==> config.mk <==
export PLATFORM = sky130hd
export DESIGN_NAME = fetch_cache
export DESIGN_NICKNAME = d
export VERILOG_FILES = /design/src/rtl/fetch_cache_pkg.sv /design/src/rtl/fetch_cache_array.sv /design/src/rtl/fetch_cache.sv
export SDC_FILE = /design/constraint.sdc
export NUM_CORES = 1
export LEC_CHECK = 0
export CAP_MARGIN = 20
export CORE_MARGIN = 2
export CORE_UTILIZATION = 47
export DETAILED_ROUTE_END_ITERATION = 10
export HOLD_SLACK_MARGIN = 0.06
export MAX_ROUTING_LAYER = met4
export PLACE_DENSITY = 0.83
export SLEW_MARGIN = 20
export SYNTH_ARGS = -nofsm -noshare
export SYNTH_HDL_FRONTEND = slang
export SYNTH_SLANG_ARGS = --single-unit
==> constraint.sdc <==
create_clock -name clk -period 3.2 [get_ports clk]
set_input_delay 0.48 -clock clk [delete_from_list [all_inputs] [get_ports clk]]
set_output_delay 0.48 -clock clk [all_outputs]
set_load 0.02 [all_outputs]
==> src/rtl/fetch_cache_pkg.sv <==
// Shared widths, FSM encoding and default geometry for the fetch_cache block.
// Optional feature macro: FETCH_CACHE_EN (see fetch_cache.sv).
package fetch_cache_pkg;

    localparam int PC_W           = 32;
    localparam int INSTR_W        = 32;
    localparam int WADDR_W        = PC_W - 2;
    localparam int DEF_INDEX_BITS = 8;

    typedef enum logic [1:0] {
        ST_IDLE  = 2'd0,
        ST_MISS  = 2'd1,
        ST_ABORT = 2'd2
    } state_t;

endpackage

==> src/rtl/fetch_cache_array.sv <==
// Line storage for fetch_cache: combinational read port, single write port.
// FETCH_CACHE_EN selects full direct-mapped arrays; otherwise a one-entry bypass register.
module fetch_cache_array
    import fetch_cache_pkg::*;
#(
    parameter int INDEX_BITS = DEF_INDEX_BITS
) (
    input  logic               clk,
    input  logic               rst,
    input  logic [WADDR_W-1:0] i_rd_waddr,
    output logic               o_rd_match,
    output logic [INSTR_W-1:0] o_rd_data,
    input  logic               i_wr_en,
    input  logic [WADDR_W-1:0] i_wr_waddr,
    input  logic [INSTR_W-1:0] i_wr_data,
    input  logic               i_inval
);

`ifdef FETCH_CACHE_EN
    localparam int TAG_BITS = WADDR_W - INDEX_BITS;
    localparam int LINES    = 1 << INDEX_BITS;

    logic [LINES-1:0]      r_valid;
    logic [TAG_BITS-1:0]   r_tag  [LINES];
    logic [INSTR_W-1:0]    r_data [LINES];
    logic [INDEX_BITS-1:0] w_rd_idx;
    logic [INDEX_BITS-1:0] w_wr_idx;
    logic [TAG_BITS-1:0]   w_rd_tag;
    logic [TAG_BITS-1:0]   w_wr_tag;
    logic                  w_unused_inval;

    assign w_rd_idx       = i_rd_waddr[INDEX_BITS-1:0];
    assign w_rd_tag       = i_rd_waddr[WADDR_W-1:INDEX_BITS];
    assign w_wr_idx       = i_wr_waddr[INDEX_BITS-1:0];
    assign w_wr_tag       = i_wr_waddr[WADDR_W-1:INDEX_BITS];
    // Lines are only ever replaced, never invalidated individually.
    assign w_unused_inval = i_inval;

    always_ff @(posedge clk or posedge rst) begin
        if (rst) begin
            r_valid <= '0;
        end else if (i_wr_en) begin
            r_valid[w_wr_idx] <= 1'b1;
        end
    end

    // Tag/data carry no reset; valid alone qualifies them.
    always_ff @(posedge clk) begin
        if (i_wr_en) begin
            r_tag[w_wr_idx]  <= w_wr_tag;
            r_data[w_wr_idx] <= i_wr_data;
        end
    end

    assign o_rd_match = r_valid[w_rd_idx] && (r_tag[w_rd_idx] == w_rd_tag);
    assign o_rd_data  = r_data[w_rd_idx];
`else
    logic                  r_valid;
    logic [WADDR_W-1:0]    r_waddr;
    logic [INSTR_W-1:0]    r_data;
    logic [INDEX_BITS-1:0] w_unused_idx;

    assign w_unused_idx = i_rd_waddr[INDEX_BITS-1:0];

    // A fill always wins; the entry is dropped after one hit or any flush.
    always_ff @(posedge clk or posedge rst) begin
        if (rst) begin
            r_valid <= 1'b0;
            r_waddr <= '0;
            r_data  <= '0;
        end else if (i_wr_en) begin
            r_valid <= 1'b1;
            r_waddr <= i_wr_waddr;
            r_data  <= i_wr_data;
        end else if (i_inval) begin
            r_valid <= 1'b0;
        end
    end

    assign o_rd_match = r_valid && (r_waddr == i_rd_waddr);
    assign o_rd_data  = r_data;
`endif

endmodule

==> src/rtl/fetch_cache.sv <==
// Direct-mapped instruction cache / fetch engine between IQ and memory controller.
// Build macro FETCH_CACHE_EN enables the line arrays; without it only a one-word bypass exists.
module fetch_cache
    import fetch_cache_pkg::*;
#(
    parameter int INDEX_BITS = DEF_INDEX_BITS
) (
    input  logic               clk,
    input  logic               rst,
    input  logic [PC_W-1:0]    pc_from_iq,
    output logic [INSTR_W-1:0] instr_to_iq,
    output logic               is_hit_to_iq,
    input  logic               is_exception_from_rob,
    output logic               req_to_mc,
    output logic [PC_W-1:0]    addr_to_mc,
    input  logic [INSTR_W-1:0] instr_from_mc,
    input  logic               is_ready_from_mc,
    output state_t             o_dbg_state
);

    state_t             r_state;
    state_t             w_next_state;
    logic [WADDR_W-1:0] r_miss_waddr;
    logic               w_rd_match;
    logic [INSTR_W-1:0] w_rd_data;
    logic               w_hit;
    logic               w_start_miss;
    logic               w_fill;
    logic [1:0]         w_unused_pc_lsb;

    assign w_unused_pc_lsb = pc_from_iq[1:0];

    fetch_cache_array #(
        .INDEX_BITS (INDEX_BITS)
    ) u_array (
        .clk        (clk),
        .rst        (rst),
        .i_rd_waddr (pc_from_iq[PC_W-1:2]),
        .o_rd_match (w_rd_match),
        .o_rd_data  (w_rd_data),
        .i_wr_en    (w_fill),
        .i_wr_waddr (r_miss_waddr),
        .i_wr_data  (instr_from_mc),
        .i_inval    (w_hit || is_exception_from_rob)
    );

    assign w_hit        = w_rd_match && (r_state == ST_IDLE) && !is_exception_from_rob;
    assign is_hit_to_iq = w_hit;
    assign instr_to_iq  = w_hit ? w_rd_data : '0;

    // MC handshake: req_to_mc stays high with a stable addr_to_mc from the cycle after the miss
    // until the cycle is_ready_from_mc strobes; that strobe both delivers the word and retires the request.
    assign req_to_mc   = (r_state != ST_IDLE);
    assign addr_to_mc  = {r_miss_waddr, 2'b00};
    assign o_dbg_state = r_state;

    always_ff @(posedge clk or posedge rst) begin
        if (rst) begin
            r_state      <= ST_IDLE;
            r_miss_waddr <= '0;
        end else begin
            r_state <= w_next_state;
            if (w_start_miss) begin
                r_miss_waddr <= pc_from_iq[PC_W-1:2];
            end
        end
    end

    always_comb begin
        w_next_state = r_state;
        w_start_miss = 1'b0;
        w_fill       = 1'b0;
        case (r_state)
            ST_IDLE: begin
                // w_hit already folds in the exception, so this is "lookup miss, no flush".
                if (!w_hit && !is_exception_from_rob) begin
                    w_start_miss = 1'b1;
                    w_next_state = ST_MISS;
                end
            end
            ST_MISS: begin
                if (is_ready_from_mc) begin
                    w_fill       = !is_exception_from_rob;
                    w_next_state = ST_IDLE;
                end else if (is_exception_from_rob) begin
                    w_next_state = ST_ABORT;
                end
            end
            ST_ABORT: begin
                if (is_ready_from_mc) begin
                    w_next_state = ST_IDLE;
                end
            end
            default: w_next_state = ST_IDLE;
        endcase
    end

endmodule

==> reports/results.tsv <==
stage	metric	value	unit
status	status	completed	
drt	drc	0	
power_and_ir_drop	p_leak	2.612	nW
grt	grt-ovfl-total	0	
power_and_ir_drop	total_switching_power	1.045	mW
worst_setup_path	required	2720	ps
clock_network	cts_tree	yes	
floorplan	start_util	0.4893	
worst_setup_path	endpoint_kind	output port	
worst_setup_path	r2r_cells	7	
final_layout	area_growth	39.16	%
drt	totalWireLength	8.988	mm
floorplan	die_area	9903	sq um
yosys	ys_seq_elements	95	
sta	fin_crit	3096	ps
power_and_ir_drop	peakVddDrop	0.3029	mV
power_and_ir_drop	power_frac_seq	0.501	
sta	setup_ws	104.4	ps
placement	io_buffers	131	
grt	grt_pass1_wl	14.81	mm
floorplan	ios	136	
worst_setup_path	cpPeakStageDelay	450	ps
flow_run	maxCapViolations	0	
placement	hpwl	6.645	mm
worst_setup_path	arrival	2620	ps
yosys	synthCells	290	
floorplan	die_w	99.52	um
placement	gp_congestion	0.7962	
power_and_ir_drop	p_per_area	591.8	nW/um^2
drt	dr.pass1.iters	4	
power_and_ir_drop	power_frac_clock	0.205	
final_layout	drive_gt1_frac	0.3057	
clock_network	root_buffer	clkbuf_8	
clock_network	post-cts-setup-buffers	0	
worst_setup_path	cp_max_fo	33	
hold_path	holdCritPathClass	flop to flop	
sta	worst_pin_slew	1048	ps
drt	post_drt_wl_per_cell	16.55	um
power_and_ir_drop	combPwrFrac	0.294	
worst_setup_path	cpMaxStageDelayCell	clkdlybuf4s50_1	
worst_setup_path	worst-path-stages	8	
clock_network	ctsHoldBuffers	0	
sta	maxSlewHeadroom	0.2992	
worst_setup_path	critPathTopFamily	buffers and inverters	
worst_setup_path	cp_num_buf_inv	3	
final_layout	utilization	0.6809	
grt	first_global_vias	2987	
yosys	synth_top_area_frac	0.5544	
final_layout	nFillCells	640	
clock_network	clkLatencyLatePin	350	ps
drt	postRouteAntennaNets	0	
floorplan	die_y	99.52	um
sta	grt_setup_unrepaired	false	
grt	grt_max_degree	50	
worst_setup_path	cp-start-kind	input port	
final_layout	diodes	0	
sta	hold_violations	0	
sta	finalCritPeriodShare	0.9674	
clock_network	clk_pin_slew	90	ps
grt	grt_usage	0.1964	
floorplan	rows	34	
worst_setup_path	critPathKind	input port to output port	
sta	finalSetupViolations	0	
clock_network	ctsHtreeMaxLevel	3	
power_and_ir_drop	switching_share	0.2961	
yosys	yosys_warnings	0	
hold_path	whs_path_depth	1	
yosys	yosys.area.top_type	dfrtp_1	
clock_network	numCtsBuffers	9	
power_and_ir_drop	p_int	2.486	mW
grt	grt_antenna_before_repair	0	
drt	drt_iter0_drc	30	
placement	post-place-ws	-361.3	ps
yosys	ys_seq_area_frac	0.5544	
sta	fin_skew	9.927	ps
floorplan	core	8763	sq um
clock_network	ctsLongestPathBuffers	2	
drt	vias	2735	
worst_setup_path	path_cells	clkdlybuf4s50_1 -> xor2_1 -> nor4_2 -> nand2_1 -> nor4_4 -> buf_12 -> and2_1 -> dlygate4sd2_1	
yosys	ys_types	29	
final_layout	finalNetCount	498	
yosys	avgSynthCellArea	14.79	sq um
clock_network	clock-sinks	95	
sta	max_freq	323.0	MHz
drt	via_per_inst	5.037	
sta	finalMaxSlewViolations	0	
yosys	synth.area.top_cells	dfrtp_1 55%, mux2_2 16%, mux2_4 11%, xor2_1 6.1%, and2_1 4.7%	
yosys	syn-cell-area	4288	sq um
[power groups by stage]
stage / combinational [mW] / sequential (mW) / clock, mW
2_1_floorplan: 0.556 / 1.84 / 0
3_3_place_gp: 0.995 / 1.76 / 0
3_5_place_dp: 1.02 / 1.80 / 0
4_1_cts: 1.06 / 1.77 / 0.751
5_1_grt: 1.12 / 1.82 / 0.797
6_report: 1.04 / 1.77 / 0.722
[layout make-up]
class | count | area [sq um] | area share
clock inverters | 6 | 43.79 | 0.007339
flip-flops and latches | 95 | 2377 | 0.3984
multi-input cells | 181 | 1856 | 0.3110
well taps | 108 | 135.1 | 0.02265
inverters | 1 | 6.256 | 0.001048
repair buffers | 142 | 1411 | 0.2365
clock buffers | 10 | 137.6 | 0.02307
[cells in the final DEF (no fill, tap or decap), types with 2 or more instances in the layout]
cell / netlist / layout
a21oi_1: 2 / 2
and2_1: 32 / 32
buf_12: 0 / 3
buf_4: 2 / 8
clkbuf_2: 2 / 2
clkbuf_8: 0 / 10
clkdlybuf4s15_1: 0 / 23
clkdlybuf4s50_1: 0 / 98
clkinv_2: 0 / 2
conb_1: 1 / 2
dfrtp_1: 95 / 95
dlygate4sd2_1: 0 / 8
inv_6: 0 / 2
mux2_2: 62 / 62
mux2_4: 30 / 30
nand2_1: 3 / 3
nor4_2: 1 / 6
xor2_1: 30 / 30
[flip-flops by register name (all words and copies together) (netlist names)]
signal	flops
u_array.o_rd_data	32
o_dbg_state	2
u_array.r_waddr	30
u_array.r_valid	1
r_miss_waddr	30
[final timing paths]
| kind | to | slack (ps) | startpoint |
|---|---|---|---|
| setup / recovery | instr_to_iq[23] | 100 | pc_from_iq[19] |
| hold / removal | u_array.r_valid$_DFFE_PP0P_ | 480 | u_array.r_valid$_DFFE_PP0P_ |
| setup reg to reg | r_miss_waddr[9]$_DFFE_PP0P_ | 610 | u_array.r_waddr[5]$_DFFE_PP0P_ |
| hold reg to reg | u_array.r_valid$_DFFE_PP0P_ | 480 | u_array.r_valid$_DFFE_PP0P_ |
| max in group asynchronous | u_array.o_rd_data[31]$_DFFE_PP0P_ | 1970 | rst |
| min in group asynchronous | u_array.o_rd_data[18]$_DFFE_PP0P_ | 550 | rst |
[kinds of logic after synthesis]
family / share of synthesized area
buf+inv: 0.02247
simple gates: 0.08433
flops: 0.5544
xor+xnor: 0.06128
mux: 0.2679
compound gates: 0.008755
other cells: 0.0008746
[layer usage]
layer	wire (um)	global-route usage	vias to the layer above
li1	-	-	1271
met1	3899	0.2549	1352
met2	4436	0.3165	102
met3	540	0.03584	10
met4	112	0.06112	0
met5	0	-	-
[Yosys cell counts, drive strengths merged]
| cell | instances |
|---|---|
| nand2b | 1 |
| dfrtp | 95 |
| clkbuf | 3 |
| xor2 | 30 |
| or2 | 1 |
| nand2 | 3 |
| nor4 | 8 |
| a211oi | 1 |
| a21o | 1 |
| a21oi | 2 |
| nand3b | 1 |
| conb | 1 |
| or3b | 1 |
| buf | 11 |
| and4 | 2 |
| and3b | 1 |
| and2 | 32 |
| inv | 1 |
| nand4 | 1 |
| mux2 | 92 |
| nor3 | 2 |
[worst register-to-register path, cell delays in order, from the launching register on]
cell and delay [ps]:
dfrtp_1 400, xor2_1 190, nor4_2 90, buf_4 130, and4_4 170, a211oi_4 880, buf_12 290, mux2_4 330
[what timing repair did]
item                       4_1_cts  5_1_grt
resized for setup               38       27
setup endpoints to repair       33       25
pin swaps                        3        0
[stage by stage]
stage | TNS, ps | hold WS, ps | area (sq um) | total power, mW | instances
after global routing | 0 | 508.9 | 5967 | 3.741 | 543
after detailed placement | -12210 | 456.6 | 5774 | 2.823 | 527
after floorplan | 0 | 440.5 | 4292 | 2.393 | 291
after global placement | -11680 | 452.7 | 5774 | 2.760 | 527
final | 0 | 475.8 | 5967 | 3.531 | 543
after CTS | 0 | 478.4 | 5946 | 3.582 | 543
Note: power is estimated with default switching activity, not from simulation.
